--- config.mk ---
export PLATFORM = sky130hd
export DESIGN_NAME = sram_axi_bridge
export DESIGN_NICKNAME = d
export VERILOG_FILES = /design/src/rtl/sram_axi_bridge.sv
export SDC_FILE = /design/constraint.sdc
export NUM_CORES = 1
export LEC_CHECK = 0
export BUFFER_PORTS_ARGS = -buffer_cell sky130_fd_sc_hd__buf_2
export CELL_PAD_IN_SITES_DETAIL_PLACEMENT = 1
export CELL_PAD_IN_SITES_GLOBAL_PLACEMENT = 2
export CORE_MARGIN = 2
export CORE_UTILIZATION = 21
export CTS_CLUSTER_SIZE = 30
export DETAILED_ROUTE_END_ITERATION = 8
export GPL_TIMING_DRIVEN = 1
export PLACE_DENSITY_LB_ADDON = 0.1
export SLEW_MARGIN = 20
export SYNTH_ARGS = -nofsm -noshare
export SYNTH_HDL_FRONTEND = slang
export SYNTH_SLANG_ARGS = --single-unit
--- constraint.sdc ---
create_clock -name clk -period 2.8 [get_ports clk]
set_clock_uncertainty 0.05 [all_clocks]
set_input_delay 0.28 -clock clk [delete_from_list [all_inputs] [get_ports clk]]
set_output_delay 0.28 -clock clk [all_outputs]
set_load 0.01 [all_outputs]
--- src/rtl/sram_axi_bridge.sv ---
// Bridges the CPU inst/data sram-like ports onto one AXI master, one transaction in flight.
// Optional: define SRAM_AXI_EARLY_WACK_EN to acknowledge writes once AW and W have both completed.
module sram_axi_bridge #(
    parameter int ADDR_W  = 32,
    parameter int DATA_W  = 32,
    parameter int INST_ID = 0,
    parameter int DATA_ID = 1
) (
    input  logic                clk,
    input  logic                rst,

    input  logic                inst_req,
    input  logic                inst_wr,
    input  logic [1:0]          inst_size,
    input  logic [ADDR_W-1:0]   inst_addr,
    input  logic [DATA_W-1:0]   inst_wdata,
    output logic                inst_addr_ok,
    output logic                inst_data_ok,
    output logic [DATA_W-1:0]   inst_rdata,

    input  logic                data_req,
    input  logic                data_wr,
    input  logic [1:0]          data_size,
    input  logic [ADDR_W-1:0]   data_addr,
    input  logic [DATA_W-1:0]   data_wdata,
    output logic                data_addr_ok,
    output logic                data_data_ok,
    output logic [DATA_W-1:0]   data_rdata,

    output logic [3:0]          arid,
    output logic [ADDR_W-1:0]   araddr,
    output logic [2:0]          arsize,
    output logic                arvalid,
    input  logic                arready,

    input  logic [3:0]          rid,
    input  logic [DATA_W-1:0]   rdata,
    input  logic                rvalid,
    input  logic                rlast,
    output logic                rready,

    output logic [3:0]          awid,
    output logic [ADDR_W-1:0]   awaddr,
    output logic [2:0]          awsize,
    output logic                awvalid,
    input  logic                awready,

    output logic [DATA_W-1:0]   wdata,
    output logic [DATA_W/8-1:0] wstrb,
    output logic                wvalid,
    output logic                wlast,
    input  logic                wready,

    input  logic                bvalid,
    output logic                bready
);

    localparam int STRB_W = DATA_W / 8;

    typedef enum logic [2:0] {
        IDLE    = 3'd0,
        RD_ADDR = 3'd1,
        RD_DATA = 3'd2,
        WR_ADDR = 3'd3,
        WR_RESP = 3'd4
    } state_t;

    // Byte-lane strobes; size 3 is reserved and behaves like a full word.
    function automatic logic [STRB_W-1:0] calc_strb(input logic [1:0] size,
                                                    input logic [1:0] offs);
        logic [STRB_W-1:0] one_byte;
        logic [STRB_W-1:0] two_byte;
        one_byte = {{(STRB_W-1){1'b0}}, 1'b1};
        two_byte = {{(STRB_W-2){1'b0}}, 2'b11};
        case (size)
            2'd0:    calc_strb = one_byte << offs;
            2'd1:    calc_strb = two_byte << {offs[1], 1'b0};
            2'd2:    calc_strb = {STRB_W{1'b1}};
            default: calc_strb = {STRB_W{1'b1}};
        endcase
    endfunction

    state_t              state_q,   state_d;
    logic [ADDR_W-1:0]   addr_q,    addr_d;
    logic [1:0]          size_q,    size_d;
    logic [DATA_W-1:0]   wdata_q,   wdata_d;
    logic [STRB_W-1:0]   wstrb_q,   wstrb_d;
    logic [3:0]          id_q,      id_d;
    logic                src_q,     src_d;
    logic                arvalid_q, arvalid_d;
    logic                awvalid_q, awvalid_d;
    logic                wvalid_q,  wvalid_d;

    logic                idle_s;
    logic                grant_s;
    logic                sel_data_s;
    logic                sel_wr_s;
    logic [1:0]          sel_size_s;
    logic [ADDR_W-1:0]   sel_addr_s;
    logic [DATA_W-1:0]   sel_wdata_s;
    logic                aw_fin_s;
    logic                w_fin_s;
    logic                wr_fin_s;
    logic                rd_done_s;
    logic                rd_ok_s;
    logic                wr_ack_s;

    // Request selection: the data port always wins when both are asking.
    always_comb begin
        idle_s      = (state_q == IDLE) && !rst;
        sel_data_s  = data_req;
        grant_s     = idle_s && (data_req || inst_req);
        if (sel_data_s) begin
            sel_wr_s    = data_wr;
            sel_size_s  = data_size;
            sel_addr_s  = data_addr;
            sel_wdata_s = data_wdata;
        end else begin
            sel_wr_s    = inst_wr;
            sel_size_s  = inst_size;
            sel_addr_s  = inst_addr;
            sel_wdata_s = inst_wdata;
        end
    end

    // Handshake completion and acknowledge generation.
    always_comb begin
        aw_fin_s  = !awvalid_q || awready;
        w_fin_s   = !wvalid_q  || wready;
        wr_fin_s  = (state_q == WR_ADDR) && aw_fin_s && w_fin_s;
        rd_done_s = (state_q == RD_DATA) && rvalid && rlast;
        rd_ok_s   = rd_done_s && (rid == id_q);
`ifdef SRAM_AXI_EARLY_WACK_EN
        wr_ack_s  = wr_fin_s;
`else
        wr_ack_s  = (state_q == WR_RESP) && bvalid;
`endif
    end

    // Next-state and latched request fields.
    always_comb begin
        state_d   = state_q;
        addr_d    = addr_q;
        size_d    = size_q;
        wdata_d   = wdata_q;
        wstrb_d   = wstrb_q;
        id_d      = id_q;
        src_d     = src_q;
        arvalid_d = arvalid_q;
        awvalid_d = awvalid_q;
        wvalid_d  = wvalid_q;
        case (state_q)
            IDLE: begin
                if (grant_s) begin
                    addr_d    = sel_addr_s;
                    size_d    = sel_size_s;
                    wdata_d   = sel_wdata_s;
                    wstrb_d   = calc_strb(sel_size_s, sel_addr_s[1:0]);
                    id_d      = sel_data_s ? 4'(DATA_ID) : 4'(INST_ID);
                    src_d     = sel_data_s;
                    arvalid_d = !sel_wr_s;
                    awvalid_d = sel_wr_s;
                    wvalid_d  = sel_wr_s;
                    state_d   = sel_wr_s ? WR_ADDR : RD_ADDR;
                end else begin
                    state_d   = IDLE;
                end
            end
            RD_ADDR: begin
                if (arready) begin
                    arvalid_d = 1'b0;
                    state_d   = RD_DATA;
                end else begin
                    state_d   = RD_ADDR;
                end
            end
            RD_DATA: begin
                if (rd_done_s) begin
                    state_d = IDLE;
                end else begin
                    state_d = RD_DATA;
                end
            end
            WR_ADDR: begin
                // AW and W retire independently; move on once both are gone.
                if (awvalid_q && awready) begin
                    awvalid_d = 1'b0;
                end else begin
                    awvalid_d = awvalid_q;
                end
                if (wvalid_q && wready) begin
                    wvalid_d = 1'b0;
                end else begin
                    wvalid_d = wvalid_q;
                end
                if (wr_fin_s) begin
                    state_d = WR_RESP;
                end else begin
                    state_d = WR_ADDR;
                end
            end
            WR_RESP: begin
                if (bvalid) begin
                    state_d = IDLE;
                end else begin
                    state_d = WR_RESP;
                end
            end
            default: begin
                state_d   = IDLE;
                arvalid_d = 1'b0;
                awvalid_d = 1'b0;
                wvalid_d  = 1'b0;
            end
        endcase
    end

    // State and transaction registers.
    always_ff @(posedge clk or posedge rst) begin
        if (rst) begin
            state_q   <= IDLE;
            addr_q    <= {ADDR_W{1'b0}};
            size_q    <= 2'd0;
            wdata_q   <= {DATA_W{1'b0}};
            wstrb_q   <= {STRB_W{1'b0}};
            id_q      <= 4'd0;
            src_q     <= 1'b0;
            arvalid_q <= 1'b0;
            awvalid_q <= 1'b0;
            wvalid_q  <= 1'b0;
        end else begin
            state_q   <= state_d;
            addr_q    <= addr_d;
            size_q    <= size_d;
            wdata_q   <= wdata_d;
            wstrb_q   <= wstrb_d;
            id_q      <= id_d;
            src_q     <= src_d;
            arvalid_q <= arvalid_d;
            awvalid_q <= awvalid_d;
            wvalid_q  <= wvalid_d;
        end
    end

    assign inst_addr_ok = idle_s && inst_req && !data_req;
    assign data_addr_ok = idle_s && data_req;
    assign inst_data_ok = (rd_ok_s || wr_ack_s) && !src_q;
    assign data_data_ok = (rd_ok_s || wr_ack_s) && src_q;
    assign inst_rdata   = rdata;
    assign data_rdata   = rdata;

    assign arid    = id_q;
    assign araddr  = addr_q;
    assign arsize  = {1'b0, size_q};
    assign arvalid = arvalid_q;
    assign rready  = (state_q == RD_DATA);

    assign awid    = id_q;
    assign awaddr  = addr_q;
    assign awsize  = {1'b0, size_q};
    assign awvalid = awvalid_q;
    assign wdata   = wdata_q;
    assign wstrb   = wstrb_q;
    assign wvalid  = wvalid_q;
    assign wlast   = wvalid_q;
    assign bready  = (state_q == WR_RESP);

endmodule

==> summary.md, run 1 <==
| Metric | Value |
|---|---|
| Status | finished, final reports clean |
| Max-Cap Viols | 0 |
| CTS H-tree lvls | 3 |
| DR iter-0 viols | 118 |
| Routed vias | 4006 |
| CP Cell Sequence | or4_4, buf_4, o21ai_0, o311ai_0 |
| DR WL/cell | 16.6 um |
| Synth area leader | dfrtp_1 |
| Vias in the first global route | 4326 |
| CP peak stage delay | 0.78 ns |
| Area contributors post-synth | dfrtp_1 41%, buf_4 18%, o21ai_0 15% |
| Tcrit/Tclk final | 77.8% |
| Pre-CTS setup slack | 0.585 ns |
| Design area | 5750 um^2 |
| Overall power | 5.41 mW |
| Met3 Resource Use GR | 3.43% |
| Initial antenna violation count | 0 |
| Postcts setup bufs | 0 |
| Max Freq | 0.459 GHz |
| Layout net count | 811 |
| Family with the most delay on the worst path | simple AND/OR/NAND/NOR gates |
| Worst hold margin | 0.115 ns |
| Placed standard-cell area | 5460 um^2 |
| Worst vdd ir | 0.238 mV |
| End of the worst register-to-register path | wstrb[2] |
| First-pass DRT Iterations | 4 |
| Placed cell count | 899 |
| CP Data Arrival Time | 2.31 ns |
| Final hold vios | 0 |
| Post-Syn Area | 4660 um^2 |
| HPWL after DPL | 11700 um |
| Top-count cell post-synth | o21ai_0 |
| Slowest-stage cell, CP | or4_4 |
| RR Startpoint | state_q[2] |
| Sw Share | 40.3% |
| Synth warn | 0 |
| Vias per Instance | 4.37 |
| Area Growth Syn to Fin | 23.6% |
| Crit Path Category | flop to flop |
| CP endpoint | wstrb[2] |
| Final worst slack | 0.621 ns |
| Antenna cells | 0 |
| Worst-case clock buffer depth | 2 |
| Final setup viols | 0 |
| Tmin final | 2.18 ns |
| GRT met1 Usage | 15.6% |
| Final std cells w/o fill | 916 |
| Synth cell types | 42 |
| Fill count | 2621 |
| Post-route ant nets | 0 |
| Slew @ Worst Pin | 0.613 ns |
| Count of pins over their slew limit | 0 |
| Post-synthesis cell count | 484 |
| Total CTS buffers | 9 |
| Avg Inst Size Synth | 9.62 um^2 |
| Setup TNS | 0 ns |
| DRC viols | 0 |
| Core area | 21800 um^2 |
| Worst r2r path cells | 4 |
| Number of synthesized flops with an enable pin | 0 |
| RSZ-0062 raised after global routing | no |
| Switch Pwr | 2.18 mW |
| Yosys top cell area share | 41.4% |
| Die area | 23400 um^2 |
| Initial core utilization | 21.3% |
| WP buf/inv | 1 |
| Flop pwr share | 37.4% |
| Synth Flop Type | dfrtp_1 |
| Flops & latches, synth | 77 |
| Final Wtd Congestion | 0.743 |
| Port bufs | 263 |
| CTS tree | yes |
| Worst setup SP type | flop |
| CTS root buf | clkbuf_16 |
| Hold Crit Class | input pin to flop |
| Clock slew at reported path FFs | 0.06 ns |
| Worst skew pair latency | 0.34 ns |
| GR Layer Usage met2 | 22.9% |
| IO Count | 368 |
| Finished Core Util | 26.4% |
| GRT busiest layer | met2 |
| Sequential area share after synthesis | 41.4% |
| CP Capture Type | flop |
| Die span in y | 153 um |
| Cell Int Power | 3.23 mW |
| Die Wd | 153 um |
| Clock sinks | 77 |
| Routed Wire Length | 15200 um |
| CP Depth | 4 |
| Row count | 54 |
| GRT Util Overall | 13.1% |
| Critical path peak fanout | 39 |
| Clk pwr share | 20.7% |
| Max-slew headroom | 59.0% |
| Gr ovfl total | 0 |
| Comb power frac | 41.9% |
| Largest net degree at the start of global routing | 47 |
| Share of layout cells above drive strength 1 | 46.7% |
| Synth async-reset ratio | 100% |
| Worst Path Required | 2.94 ns |
| Post-CTS resize count | 0 |
| Synth top cells by count | 137 x o21ai_0, 109 x buf_4, 77 x dfrtp_1 |
| Critical Path Source | state_q[2] |
| Leakage | 2.97 nW |
| First-pass GRT wire length | 24200 um |
| Reg2reg setup slack | 0.62 ns |
| Pwr dens | 940 nW/um^2 |
-- cell families after synthesis --
family / after synthesis / share of synthesized area, %
muxes: 66 / 14.2
other: 1 / 0.0805
buffers and inverters: 147 / 21.4
DFF: 77 / 41.4
and+or+nand+nor: 36 / 4.59
AOI/OAI and AO/OA: 157 / 18.4
-- worst min-delay path by stage --
stage | from | end | slack (ns) | depth (start not counted)
finish | bvalid | state_q[2] | 0.12 | 2
global route | bvalid | state_q[2] | 0.12 | 2
CTS | bvalid | state_q[2] | 0.09 | 2
detailed placement | rst | state_q[2] | 0.35 | 2
global placement | rst | state_q[2] | 0.35 | 2
floorplan | bvalid | state_q[2] | 0.34 | 1
-- cell usage in the layout, fill, tap and decap left out, types with 3 or more instances in the layout --
master	n
conb_1	8
nand2_1	6
o311ai_0	4
buf_2	262
nand2b_1	4
nor3_1	3
nor2b_1	4
mux2i_1	65
clkinvlp_4	4
clkbuf_16	9
buf_4	8
dfrtp_1	77
o21ai_0	137
inv_1	3
-- worst register-to-register path, stage by stage, from the launching register on --
cell	delay (ns)
dfrtp_1	0.50
or4_4	0.78
buf_4	0.33
o21ai_0	0.22
o311ai_0	0.14
-- layout make-up --
| cell class | instances | area (um^2) | area share, % |
|---|---|---|---|
| clock inverter | 5 | 35.0 | 0.609 |
| clock buffer | 11 | 253 | 4.39 |
| multi-input combinational | 267 | 1770 | 30.8 |
| timing repair buffer | 272 | 1400 | 24.4 |
| sequential | 77 | 1930 | 33.5 |
| inverter | 4 | 16.3 | 0.283 |
| tap | 280 | 350 | 6.09 |
-- state kept, by name, indices dropped and copies added, names as in the netlist --
signal and count:
araddr 32, arvalid 1, awvalid 1, size_q 2
src_q 1, state_q 3, wdata 32, wlast 1
wstrb 4
-- what timing repair did --
item,in CTS,in global routing
setup endpoints to repair,0,0
hold endpoints to repair,31,0
hold buffers,1,0
-- metal layers --
metal | up-vias | routed length, um
met5 | - | 0
met4 | 0 | 384
met3 | 36 | 976
met2 | 173 | 7470
met1 | 1919 | 6380
li1 | 1878 | -
-- power groups by stage --
stage | Sequential [mW] | Combinational (mW) | Clock [mW]
floorplan | 2.17 | 1.43 | 0
global placement | 2.05 | 2.30 | 0
detailed placement | 2.07 | 2.32 | 0
CTS | 2.05 | 2.33 | 1.18
global route | 2.12 | 2.55 | 1.22
finish | 2.03 | 2.27 | 1.12
Note: power is estimated with default switching activity, not from simulation.
==> run 2: changes to the inputs <==
- ABC_AREA: not set -> 1
- CORE_UTILIZATION: 21 -> 20
- clock period: 2.8 -> 2.2 ns (I/O delays scaled with it)
==> run 2 against run 1 <==
Largest cell class unchanged. Final area is 2.5% higher. Combinational power grew 48%. Core utilization shrank 0.46 points. Hold slack got worse by 0.076 ns. Global-route usage about the same. Synthesized area increased by 0.21%. Largest power group unchanged. Routed wire length grew 10%. First-iteration DRC count is 29% higher. Synthesized cell count rose by 18%. Clock power increased by 57%. Register-to-register slack got worse by 0.17 ns. Critical endpoint is now inst_data_ok. Highest routed layer unchanged.
==> summary.md, run 2 <==
| Metric | Value |
|---|---|
| Worst-case clock buffer depth | 2 |
| WP buf/inv | 2 |
| Routed Wire Length | 16800 um |
| Worst hold margin | 0.0395 ns |
| Met3 wire len | 1030 um |
| Antenna cells | 0 |
| Number of synthesized flops with an enable pin | 0 |
| Total CTS buffers | 9 |
| CTS H-tree lvls | 3 |
| Pwr dens | 1300 nW/um^2 |
| Clock slew at reported path FFs | 0.06 ns |
| Synth area leader | dfrtp_1 |
| Final worst slack | 0.354 ns |
| Commonest non-fill, non-tap cell in the layout | buf_2 |
| Core area | 22800 um^2 |
| GRT Util Overall | 13.2% |
| CP peak stage delay | 0.40 ns |
| WL met2 | 8600 um |
| Worst setup SP type | flop |
| Worst skew pair latency | 0.34 ns |
| Flops & latches, synth | 77 |
| Max Freq | 0.542 GHz |
| Max-Cap Viols | 0 |
| Slew @ Worst Pin | 0.941 ns |
| Yosys top cell area share | 41.3% |
| Tcrit/Tclk final | 83.9% |
| Initial core utilization | 20.5% |
| Layout net count | 905 |
| Final std cells w/o fill | 1043 |
| Hold Crit Class | input pin to flop |
| Synth top cells by count | 173 x nand2_1, 111 x buf_4, 77 x dfrtp_1 |
| Pre-CTS setup slack | 0.346 ns |
| FF/Latch Area | 1930 um^2 |
| Avg Inst Size Synth | 8.14 um^2 |
| Final setup viols | 0 |
| Fill count | 2787 |
| Placed standard-cell area | 5540 um^2 |
| Wl on met1 | 6740 um |
| CP Data Arrival Time | 1.58 ns |
| Overall power | 7.70 mW |
| Finished Core Util | 25.9% |
| Placed cell count | 1026 |
| Die area | 24600 um^2 |
| Tmin final | 1.85 ns |
| First-pass GRT wire length | 24600 um |
| Largest family of logic cells by synthesized area | simple AND/OR/NAND/NOR gates |
| Commonest non-fill, non-tap cells in the layout | 263 x buf_2, 173 x nand2_1, 77 x dfrtp_1, 62 x or2_2, 62 x o211ai_1 |
| Synth warn | 0 |
| CTS tree | yes |
| Post-route ant nets | 0 |
| Routed vias | 4198 |
| Family with the most delay on the worst path | simple AND/OR/NAND/NOR gates |
| Worst vdd ir | 0.347 mV |
| Synth async-reset ratio | 100% |
| Synth Flop Type | dfrtp_1 |
| Max-slew headroom | 37.2% |
| Gr ovfl total | 0 |
| CP Capture Type | output port |
| Post-synthesis cell count | 573 |
| Slowest-stage cell, CP | dfrtp_1 |
| Port bufs | 263 |
| CTS root buf | clkbuf_16 |
| Vias per Instance | 4.02 |
| IO Count | 368 |
| Top-count cell post-synth | nand2_1 |
| Share of layout cells above drive strength 1 | 48.5% |
| Post-CTS resize count | 0 |
| Vias in the first global route | 4329 |
| Status | finished, final reports clean |
| Count of pins over their slew limit | 0 |
| Postcts setup bufs | 0 |
| CP Cell Sequence | inv_1, nand2_1, nor2_1, nand4_1, a21oi_1, buf_2 |
| Xor/xnor cell area share of the yosys netlist | 0% |
| Largest net degree at the start of global routing | 66 |
| Post-CTS Hold Buffers | 1 |
| Leakage | 3.22 nW |
| Mux cell area share after synthesis | 0% |
| Final hold vios | 0 |
| Setup TNS | 0 ns |
| DRC viols | 0 |
| Area contributors post-synth | dfrtp_1 41%, buf_4 18%, nand2_1 14% |
| First-pass DRT Iterations | 4 |
| Area Growth Syn to Fin | 26.4% |
| Post-synthesis simple-gate area fraction | 25.4% |
| Highest routed layer | met4 |
| Sequential area share after synthesis | 41.3% |
| Clock sinks | 77 |
| Post-Syn Area | 4670 um^2 |
| Design area | 5900 um^2 |
| Die span in y | 157 um |
| Synth cell types | 20 |
| DR iter-0 viols | 152 |
| Post-synthesis adder-cell area fraction | 0% |
| Row count | 55 |
| Final Wtd Congestion | 0.743 |
| HPWL after DPL | 12900 um |
| Synth Area in Compound Gates | 11.3% |
| Worst Path Required | 1.93 ns |
| Initial antenna violation count | 0 |
| Die Wd | 157 um |
| RSZ-0062 raised after global routing | no |
| Area of the multi-input gates | 1740 um^2 |
| DR WL/cell | 16.1 um |
| Crit Path Category | flop to output port |
| Critical path peak fanout | 4 |
==> run 2: changes by cell type in the layout (fill, tap and decap cells not counted), moves of 3 or more <==
cell	change
bufinv_16	+3
o211ai_1	+61
mux2i_1	-65
nor2_1	+9
o21ai_0	-130
nand2b_1	-4
o311ai_0	-4
nand3_1	+11
inv_1	+12
nor2b_1	-4
or2_2	+61
nand2_1	+167
==> run 2: routing by layer <==
layer	vias to the layer above	global-route usage, %
met5	-	0
met4	0	4.85
met3	47	2.85
met2	155	23.7
met1	1970	15.3
li1	2026	-
==> run 2: path summary, 6_finish.rpt <==
check / start / endpoint / slack [ns] / cells past startpoint
setup / recovery: state_q[2] / inst_data_ok / 0.35 / 6
hold / removal: bvalid / state_q[2] / 0.04 / 2
setup reg to reg: state_q[0] / wstrb[1] / 0.45 / 6
hold reg to reg: wdata[28] / wdata[28] / 0.43 / 2
max in group asynchronous: rst / wdata[11] / 1.01 / 4
min in group asynchronous: rst / araddr[2] / 0.52 / 3
==> run 2: layout make-up <==
cell class,count,share of cell area [%]
flip-flops and latches,77,32.7
multi-input cells,346,29.5
repair buffers,273,24.0
well taps,313,6.64
clock buffers,10,4.05
clock inverters,6,1.87
inverters,18,1.21
==> run 2: kinds of logic (layout without fill, tap and decap cells) <==
family          Yosys count  after routing
buf+inv                 157            307
simple gates            264            264
other cells               1              8
flops                    77             77
compound gates           74             74
==> run 2: power breakdown <==
| group | switching, mW | total (mW) | internal, mW |
|---|---|---|---|
| registers | 0.482 | 2.59 | 2.11 |
| clock network | 0.618 | 1.76 | 1.14 |
| logic | 2.03 | 3.35 | 1.32 |
==> run 3: changes to the inputs <==
- CORE_UTILIZATION: 20 -> 18
- clock period: 2.2 -> 1.53 ns (I/O delays scaled with it)
==> run 3 against run 2 <==
The flow now finishes with violations (setup timing). Flip-flop and latch count is the same. Combinational power rose by 99%. Clock-buffer cell count grew 1. Critical path depth is 3 higher. Via count increased by 9.6%. Power rose by 66%. Hold slack lost 0.032 ns. Critical path type is now flop to flop.
==> summary.md, run 3 (synthesis results as in run 2) <==
| Metric | Value |
|---|---|
| DR WL/cell | 16.8 um |
| Layout net count | 989 |
| HPWL after DPL | 13400 um |
| Port bufs | 263 |
| FF/Latch Area | 1930 um^2 |
| Core area | 25300 um^2 |
| Worst setup SP type | flop |
| Tcrit/Tclk final | 110% |
| Post-route ant nets | 0 |
| CTS H-tree lvls | 3 |
| Die span in y | 165 um |
| Final hold vios | 0 |
| Sw Share | 39.9% |
| CP Cell Sequence | nor2_4, nand2_2, buf_6, nor3_4, buf_12, buf_12, clkbuf_16, o211ai_1, nand2_1 |
| Count of pins over their slew limit | 0 |
| Routed Wire Length | 19200 um |
| Failing checks | setup timing |
| Area of the multi-input gates | 1870 um^2 |
| Worst skew pair latency | 0.34 ns |
| Clk pwr share | 18.4% |
| Max Freq | 0.595 GHz |
| Flop pwr share | 29.5% |
| Cell Int Power | 7.68 mW |
| Tmin final | 1.68 ns |
| Share of layout cells above drive strength 1 | 53.1% |
| Worst-case clock buffer depth | 2 |
| Slowest-stage cell, CP | dfrtp_1 |
| Leakage | 3.77 nW |
| Total CTS buffers | 9 |
| IO Count | 368 |
| CTS tree | yes |
| Die area | 27200 um^2 |
| Largest net degree at the start of global routing | 48 |
| WP buf/inv | 4 |
| Initial core utilization | 18.4% |
| Crit Path Category | flop to flop |
| Die Wd | 165 um |
| Switch Pwr | 5.10 mW |
| Max-Cap Viols | 0 |
| DR iter-0 viols | 93 |
| CP peak stage delay | 0.41 ns |
| Row count | 58 |
| Vias in the first global route | 4740 |
| First-pass DRT Iterations | 4 |
| Overall power | 12.8 mW |
| Routed vias | 4602 |
| Family with the most delay on the worst path | buffers and inverters |
| Worst Path Required | 1.76 ns |
| DRC viols | 0 |
| RSZ-0062 raised after global routing | yes |
| Comb power frac | 52.1% |
| CP Capture Type | flop |
| Fill count | 3050 |
| Commonest non-fill, non-tap cells in the layout | 261 x buf_2, 151 x nand2_1, 77 x dfrtp_1, 62 x or2_2, 62 x o211ai_1 |
| Commonest non-fill, non-tap cell in the layout | buf_2 |
| CP Data Arrival Time | 1.91 ns |
| Antenna cells | 0 |
| Clock sinks | 77 |
| Final Wtd Congestion | 0.706 |
| Pwr dens | 1780 nW/um^2 |
| Critical path peak fanout | 7 |
| Worst vdd ir | 0.601 mV |
| Pre-CTS setup slack | -0.0830 ns |
| Initial antenna violation count | 1 |
| GRT Util Overall | 12.9% |
| Area Growth Syn to Fin | 53.5% |
| Clock slew at reported path FFs | 0.06 ns |
| Vias per Instance | 4.03 |
| Gr ovfl total | 0 |
| CP dominant cell by count | buf_12 |
| Hold Crit Class | input pin to flop |
| Final worst slack | -0.151 ns |
| CTS root buf | clkbuf_16 |
| Final setup viols | 79 |
| Status | finished with violations |
| First-pass GRT wire length | 26400 um |
## run 3: changes by cell type in the layout (fill, tap and decap cells not counted), moves of 4 or more
| cell | delta |
|---|---|
| buf_12 | +8 |
| buf_4 | +13 |
| buf_6 | +9 |
| clkbuf_16 | +9 |
| dlygate4sd3_1 | +39 |
| nand2_1 | -22 |
| nand2_2 | +19 |
| nor2_1 | -6 |
| nor2_4 | +4 |
| o21ai_0 | -5 |
| o21ai_1 | +4 |
## run 3: worst paths after layout
kind / from / to / slack, ns / cells after the start
min reg2reg: wdata[1] / wdata[1] / 0.43 / 2
max: state_q[0] / wdata[28] / -0.15 / 9
min in group asynchronous: rst / araddr[3] / 0.51 / 4
max reg2reg: state_q[0] / wdata[28] / -0.15 / 9
min: inst_wdata[0] / wdata[0] / 0.008 / 3
max in group asynchronous: rst / wdata[4] / 0.55 / 4
## run 3: routing by layer
metal  up-vias  global-route usage, %  part of all wire [%]
met5         -                      0                     0
met4         0                   4.70                   2.3
met3        43                   2.74                   5.4
met2       168                   22.8                    51
met1      2193                   15.2                    42
li1       2198                      -                     -
## run 3: final cells by class
class	count	share of cell area (%)
clock buffers	11	3.39
repair buffers	355	35.1
flip-flops and latches	77	26.9
multi-input cells	346	26.2
inverters	18	1.40
well taps	330	5.76
clock inverters	4	1.01
repair inverters	2	0.314
## run 3: metrics by stage
stage | instances | hold WS, ns | utilization (%) | setup TNS (ns) | instance area, um^2
after floorplan | 580 | 0.213 | - | 0 | 4700
after global placement | 1057 | 0.256 | 22.5 | -0.293 | 5710
after detailed placement | 1057 | 0.256 | 22.5 | -1.33 | 5710
after CTS | 1121 | 0.00237 | 26.1 | -8.24 | 6620
after global routing | 1143 | 0.00156 | 28.3 | -15.28 | 7160
final | 1143 | 0.00760 | 28.3 | -8.38 | 7160
## run 3: timing repair
item | CTS | global route
gates resized for setup | 30 | 55
hold buffers | 40 | 0
hold endpoints to repair | 86 | 0
setup buffers | 8 | 9
pin swaps | 7 | 8
setup endpoints to repair | 51 | 83
gates cloned | 1 | 13
## run 3: tightest hold or removal path, delay by kind of cell
family,cells,cell delay [ns]
buffers and inverters,1,0.08
AND/OR/NAND/NOR,1,0.06
AO/OA/AOI/OAI,1,0.08
## run 3: power by group through the flow
| stage | sequential (mW) | combinational [mW] | clock (mW) |
|---|---|---|---|
| floorplan | 4.11 | 2.96 | 0 |
| global placement | 3.76 | 5.10 | 0 |
| detailed placement | 3.78 | 5.14 | 0 |
| CTS | 3.78 | 5.67 | 2.44 |
| global route | 3.95 | 7.37 | 2.53 |
| finish | 3.77 | 6.65 | 2.35 |
